`src/rtl/pipe_reg_tapped.sv`:
```
// pipe_reg_tapped: DEPTH-stage data/valid shift chain with runtime output tap and occupancy count
module pipe_reg_tapped #(
    parameter int WIDTH = 18,
    parameter int DEPTH = 4,
    parameter logic [WIDTH-1:0] RST_VAL = '0,
    parameter int TW = $clog2(DEPTH+1)
) (
    input  logic             clk,
    input  logic             rst,
    input  logic             clkE,
    input  logic             flush,
    input  logic [WIDTH-1:0] in,
    input  logic             in_valid,
    input  logic [TW-1:0]    tap_sel,
    output logic [WIDTH-1:0] out_mux_reg,
    output logic             out_valid,
    output logic [TW-1:0]    occ
);
    logic [WIDTH-1:0] d [1:DEPTH];
    logic [DEPTH:1]   v;
    logic [WIDTH-1:0] m_d [0:DEPTH];
    logic [DEPTH:0]   m_v;
    logic [TW-1:0]    tap;
    always_ff @(posedge clk) begin
        if (rst) begin
            for (int k = 1; k <= DEPTH; k++) d[k] <= RST_VAL;
            v   <= '0;
            occ <= '0;
        end else if (flush) begin
            v   <= '0;
            occ <= '0;
        end else if (clkE) begin
            d[1] <= in;
            v[1] <= in_valid;
            for (int k = 2; k <= DEPTH; k++) begin
                d[k] <= d[k-1];
                v[k] <= v[k-1];
            end
            occ <= occ + TW'(in_valid) - TW'(v[DEPTH]);
        end
    end
    always_comb begin
        m_d[0] = in;
        m_v[0] = in_valid;
        for (int k = 1; k <= DEPTH; k++) begin
            m_d[k] = d[k];
            m_v[k] = v[k];
        end
        tap         = (tap_sel > TW'(DEPTH)) ? TW'(DEPTH) : tap_sel;
        out_mux_reg = m_d[tap];
        out_valid   = m_v[tap];
    end
endmodule
```
`config.mk`:
```
export PLATFORM = sky130hd
export DESIGN_NAME = pipe_reg_tapped
export DESIGN_NICKNAME = d
export VERILOG_FILES = /design/src/rtl/pipe_reg_tapped.sv
export SDC_FILE = /design/constraint.sdc
export NUM_CORES = 1
export LEC_CHECK = 0
export BUFFER_PORTS_ARGS = -buffer_cell sky130_fd_sc_hd__buf_2
export CAP_MARGIN = 0
export CELL_PAD_IN_SITES_DETAIL_PLACEMENT = 1
export CELL_PAD_IN_SITES_GLOBAL_PLACEMENT = 1
export CORE_MARGIN = 10
export CORE_UTILIZATION = 49
export CTS_BUF_LIST = sky130_fd_sc_hd__clkbuf_8
export CTS_CLUSTER_DIAMETER = 60
export CTS_CLUSTER_SIZE = 25
export DETAILED_ROUTE_END_ITERATION = 8
export HOLD_SLACK_MARGIN = 0.03
export PLACE_DENSITY = 0.93
export REMOVE_ABC_BUFFERS = 1
export SLEW_MARGIN = 20
export SYNTH_ARGS = -nofsm -noshare
export SYNTH_HDL_FRONTEND = slang
export SYNTH_SLANG_ARGS = --single-unit
```
`constraint.sdc`:
```
create_clock -name clk -period 5.8 [get_ports clk]
set_input_delay 0.58 -clock clk [delete_from_list [all_inputs] [get_ports clk]]
set_output_delay 0.58 -clock clk [all_outputs]
set_load 0.01 [all_outputs]
```
==> results of run 1 <==
## kinds of logic (layout without fill, tap and decap cells)
group	count (synthesis)	after routing	synth area share
flip-flops	79	79	0.6208
AND/OR/NAND/NOR	84	84	0.1377
multiplexers	44	44	0.1188
buffers and inverters	43	91	0.05060
XOR/XNOR	1	1	0.002362
adder cells (fa/ha/maj)	3	3	0.01214
AO/OA/AOI/OAI	22	22	0.05769
## power groups by stage
stage | registers (W) | clock network [W] | logic (W)
2_1_floorplan | 0.000681 | 0 | 0.0000667
3_3_place_gp | 0.000681 | 0 | 0.000115
3_5_place_dp | 0.000684 | 0 | 0.000122
4_1_cts | 0.000671 | 0.000366 | 0.000123
5_1_grt | 0.000676 | 0.000385 | 0.000132
6_report | 0.000671 | 0.000359 | 0.000120
## state kept, by name, summed over array words and instances (netlist names)
name,count
d,72
v,4
occ,3
## layout make-up
type                       instances  area [um2]
tap                               99       123.9
timing repair buffer              50       277.8
clock inverter                     7       40.04
clock buffer                       9       123.9
inverter                          25       93.84
multi-input combinational        154        1235
sequential                        79        2302
fill                             769        3095
## metrics by stage
step / util / power (W) / worst slack (ns) / std cells / hold WS [ns]
3_3_place_gp: 0.5492 / 0.0007965 / 2.673 / 406 / 0.4981
3_5_place_dp: 0.5530 / 0.0008060 / 2.618 / 407 / 0.5263
6_report: 0.5755 / 0.001150 / 2.632 / 423 / 0.5192
2_1_floorplan: - / 0.0007481 / 1.280 / 258 / 0.4819
5_1_grt: 0.5755 / 0.001193 / 2.509 / 423 / 0.5167
4_1_cts: 0.5755 / 0.001161 / 2.616 / 423 / 0.5090
## cells in the final DEF (no fill, tap or decap)
cell         n
and2_1      72
nor2_4       1
clkbuf_8     9
clkinv_2     2
nand2b_1     1
nor2_2       1
xnor2_1      1
edfxtp_1    72
clkinv_1     2
inv_1       25
nor2b_2      1
fa_1         1
buf_16       1
o21bai_4     1
clkinvlp_4   3
mux2i_1     44
a211oi_1     1
a31o_2       1
dfxtp_1      7
buf_4        2
nor2_1       7
or2_1        1
a222oi_1    19
buf_2       47
ha_1         2
## worst min-delay path by stage
stage / startpoint / to / slack [ns] / depth (start not counted)
global route: in[7] / d[0][25] / 0.52 / 2
finish: in[0] / d[0][18] / 0.52 / 2
detailed placement: v[2] / v[2] / 0.53 / 2
floorplan: v[1] / v[1] / 0.48 / 2
CTS: in[7] / d[0][25] / 0.51 / 2
global placement: occ[0] / occ[0] / 0.50 / 2
## cell usage after synthesis, drive strengths merged
master,count
and2,72
edfxtp,72
mux2i,44
inv,25
a222oi,19
clkbuf,12
nor2,9
dfxtp,7
buf,6
ha,2
a211oi,1
a31o,1
fa,1
nand2b,1
nor2b,1
o21bai,1
or2,1
xnor2,1
## metal layers
layer / GRT usage / vias up / routed length (um)
met2: 0.2357 / 61 / 3952
li1: - / 1079 / -
met5: 0 / - / 0
met4: 0.07060 / 0 / 142
met3: 0.02695 / 11 / 350
met1: 0.1822 / 1152 / 3670
==> metrics.txt, run 1 <==
full die area about 11000 um2; headroom to the max-slew limit 0.2766; largest net degree at the start of global routing 40; FF-to-FF setup slack between 3 and 4 ns; Comb pwr share 0.105; Buf+Inv Stages, Crit Path 3; Yosys reg bits 79; Req. time, crit path 5.22 ns; switching pwr 0.0002938 W; initial core utilization 0.5086; DRC 0; Final Cycle Share 0.5463; setup bufs post-CTS 0; Die Y-Extent 107.0 um; DP HPWL 5.263 mm; clock sink count 79; Ys Warns 0; Max-Cap Viols 0; Synth area leaders edfxtp_1 58%, and2_1 12%, mux2i_1 12%, a222oi_1 5.1%, dfxtp_1 3.8%; vias 2303; register share of total power 0.583; Clk Latency, worst-skew pair 0.36 ns; Setup crit end kind output pin; # diodes 0; Final Cell Area 4197 um2; input/output buffers 47; critical path type in2out; mean area per synthesized cell 13.44 um2; Syn Inst Count 276; worst setup path start tap_sel[0]; P&R area growth vs syn 13.16%; I/O pin cnt 48; max-slew violations 0; Final min period 3.168 ns; final setup vio count 0; core area 7292 um2; Routed WL between 8 and 9 mm; FF-to-FF Start occ[0]; area leader, netlist edfxtp_1; unique cell type count in the Yosys netlist 22; startpoint class of the critical path input port; Max FO, Critical Path 20; Critical Path Max Stage Delay approximately 0.5 ns; worst vdd rail ir drop between 0.1 and 0.15 mV; Worst Setup EP out_mux_reg[13]; Final Skew ~0.013 ns; number of DRC markers in iteration 0 ~160; CP cell instances buf_2 -> nand2b_1 -> buf_4 -> mux2i_1 -> a222oi_1 -> buf_2; Vias/cell 5.444; drt first pass iters 5; critical path's top delay family buffers and inverters; Area after DPL 4033 um2; Seq/Total Area, Yosys 0.6208; Final TNS setup 0 ns; Critical Path Stages 6; GRT Util Overall 0.1451; Detail Route Antenna Nets 0; layout cells sized above 1 0.2130; number of global-route vias before repair 2560; post-cts resize count 0; top-area cell type share of the netlist area 0.5830; Final #Nets 348; Worst R2R Path Depth 8; H-tree level count 3; root buf cell clkbuf_8; Critical-path top delay cell buf_2; Slew @ Worst Pin 1.082 ns; maximum root-to-sink buffer count 2; Cell Pwr Density between 200 and 300 nW/um2; initial antenna violation count 0; Worst Path Arrival 2.59 ns; Placer Congestion 0.7020; hold buffers post-CTS 0; Clk pin slew, worst setup/hold paths 0.08 ns; Post-Syn Area 3709 um2; Net Sw Frac 0.2555; status finished clean; gr ovfl total 0; Final Hold Fails 0; clock network power share 0.312; Die X 107.0 um; row count 31; TritonCTS clock tree yes; hold crit path type in2reg; drt wl/cell 19.18 um; RSZ-0062 raised after global routing false; first-pass GRT wire length 13.07 mm; Crit path top cell by count buf_2; Max Clk Rate 315.6 MHz; Int Power 0.0008562 W; leakage 1.781 nW; reg-to-reg endpoint occ[2]; CTS buffer count 9
Note: power is estimated with default switching activity, not from simulation.
==> inputs of run 2 (changes only) <==
--- a/config.mk
+++ b/config.mk
@@ -5,18 +5,19 @@
 export SDC_FILE = /design/constraint.sdc
 export NUM_CORES = 1
 export LEC_CHECK = 0
+export ABC_AREA = 1
 export BUFFER_PORTS_ARGS = -buffer_cell sky130_fd_sc_hd__buf_2
 export CAP_MARGIN = 0
 export CELL_PAD_IN_SITES_DETAIL_PLACEMENT = 1
 export CELL_PAD_IN_SITES_GLOBAL_PLACEMENT = 1
 export CORE_MARGIN = 10
-export CORE_UTILIZATION = 49
+export CORE_UTILIZATION = 45
 export CTS_BUF_LIST = sky130_fd_sc_hd__clkbuf_8
 export CTS_CLUSTER_DIAMETER = 60
 export CTS_CLUSTER_SIZE = 25
 export DETAILED_ROUTE_END_ITERATION = 8
 export HOLD_SLACK_MARGIN = 0.03
-export PLACE_DENSITY = 0.93
+export PLACE_DENSITY = 0.92
 export REMOVE_ABC_BUFFERS = 1
 export SLEW_MARGIN = 20
 export SYNTH_ARGS = -nofsm -noshare
==> constraint.sdc (replaced) <==
create_clock -name clk -period 3.2 [get_ports clk]
set_input_delay 0.32 -clock clk [delete_from_list [all_inputs] [get_ports clk]]
set_output_delay 0.32 -clock clk [all_outputs]
set_load 0.01 [all_outputs]
==> metrics.txt, run 2 <==
worst vdd rail ir drop 0.2824 mV; number of DRC markers in iteration 0 160; maximum root-to-sink buffer count 2; biggest regs d: 72 flops, v: 4 flops, occ: 3 flops; Final Skew between 0.01 and 0.015 ns; Placer Congestion 0.7698; CP cell instances buf_2 -> inv_2 -> nand2_2 -> buf_12 -> nand2_1 -> nand3_1 -> nand2_1 -> nand2_1 -> nand2_1 -> buf_2; GRT Util Overall 0.1635; drt wl/cell 16.90 um; Final TNS setup 0 ns; Largest register FFs 72; FILL cells 1077; CTS buffer count 9; number of synthesized flops with an enable pin 72; Critical-path top delay cell nand2_2; startpoint class of the critical path input port; Vias/cell around 5.3; total power about 0.0023 W; Max FO, Critical Path 33; status finished clean; initial core utilization 0.4663; Clk pin slew, worst setup/hold paths 0.08 ns; Final min period 2.222 ns; root buf cell clkbuf_8; Syn Inst Count 484; DRC 0; most frequent cells in the layout 99 x nand2_1, 85 x inv_1, 77 x nand3_1, 73 x nor2_1, 72 x edfxtp_1; Final Cycle Share 0.6944; Multi-input gate area 1305 um2; post-cts resize count 0; Synth async-reset ratio 0; RSZ-0062 raised after global routing false; Yosys reg bits 79; Synth area leaders edfxtp_1 53%, nand3_1 9.4%, nand2_1 9.3%, inv_1 7.6%, nor2_1 6.7%; setup bufs post-CTS 0; Req. time, crit path 2.88 ns; drt first pass iters 4; Max-Cap Viols 0; Seq/Total Area, Yosys 0.5634; Die Y-Extent 115.3 um; layout cells sized above 1 0.1469; Ys Warns 0; Setup crit end kind output pin; row count 34; Routed WL 10.68 mm; core area 8763 um2; largest net degree at the start of global routing 73; count leader, synth nand2_1; post-route setup slack 0.9779 ns; Clk Latency, worst-skew pair 0.36 ns; input/output buffers 47; TritonCTS clock tree yes; Crit path top cell by count nand2_1; I/O pin cnt 48; most flop-heavy register d; Final Hold Fails 0; Register Area around 2300 um2; FF-to-FF setup slack 1.24 ns; leakage 2.199 nW; headroom to the max-slew limit 0.3602; # diodes 0; top-area cell type share of the netlist area 0.5291; critical path type in2out; Die X 115.3 um; Critical Path Max Stage Delay 0.37 ns; area leader, netlist edfxtp_1; hold buffers post-CTS 0; top_reg_cell synth edfxtp_1; clock sink count 79; Worst Hold Slack 0.2452 ns; max-slew violations 0; Cell Pwr Density ~500 nW/um2; Slew @ Worst Pin 0.9597 ns; H-tree level count 3; Detail Route Antenna Nets 0; mean area per synthesized cell 8.443 um2; unique cell type count in the Yosys netlist 21; Post-Syn Area 4086 um2; full die area 13290 um2; first-pass GRT wire length 17.66 mm; number of global-route vias before repair approximately 3700; P&R area growth vs syn 11.60%; hold crit path type in2reg; Final #Nets 548; initial antenna violation count 0; Post-Place Setup Slack 0.9815 ns; Post-synth top cells 101 x nand2_1, 83 x inv_1, 77 x nand3_1; final setup vio count 0; Worst Path Arrival 1.90 ns; vias between 3000 and 4000; gr ovfl total 0; Max Clk Rate 450.0 MHz; commonest non-fill, non-tap cell in the layout nand2_1; DP HPWL 6.998 mm
==> run 2: final timing paths <==
path,startpoint,to,cells past startpoint
worst max-delay path,tap_sel[2],out_mux_reg[6],10
worst min register to register,v[2],v[3],2
worst max register to register,occ[0],occ[2],10
worst min-delay path,in_valid,v[1],3
==> run 2: metal layers <==
| metal | global-route usage | up-vias | part of all wire |
|---|---|---|---|
| li1 | - | 1617 | - |
| met1 | 0.1864 | 1654 | 0.42 |
| met2 | 0.2887 | 74 | 0.51 |
| met4 | 0.04950 | 0 | 0.014 |
| met3 | 0.04740 | 16 | 0.050 |
| met5 | 0 | - | 0 |
==> run 2: critical path, delay by kind of cell <==
family                 cells  cell delay [ns]
buffers and inverters      4             0.79
and+or+nand+nor            6             0.76
==> run 2: cells by family after synthesis <==
kind of cell               share of synthesized area
and+or+nand+nor                               0.2878
buffers and inverters                         0.1213
DFF                                           0.5634
AOI/OAI and AO/OA                            0.01654
adders and majority gates                    0.01102
==> run 2: final cells by class <==
class | count | area share
timing repair buffer | 55 | 0.06749
sequential | 79 | 0.5048
multi-input combinational | 289 | 0.2861
tap | 108 | 0.02963
clock inverter | 6 | 0.01180
clock buffer | 10 | 0.03018
inverter | 85 | 0.06996
==> run 2: through the flow <==
stage | instance area, um2 | util | cells
after detailed placement | 4369 | 0.4986 | 616
after CTS | 4561 | 0.5204 | 632
after floorplan | 3910 | - | 453
after global routing | 4561 | 0.5204 | 632
after global placement | 4369 | 0.4986 | 616
final | 4561 | 0.5204 | 632
==> run 2: report_power, final <==
group          switching, W  internal (W)
registers         0.0000181       0.00119
clock network      0.000378      0.000374
logic              0.000214     0.0000941
total              0.000610       0.00166
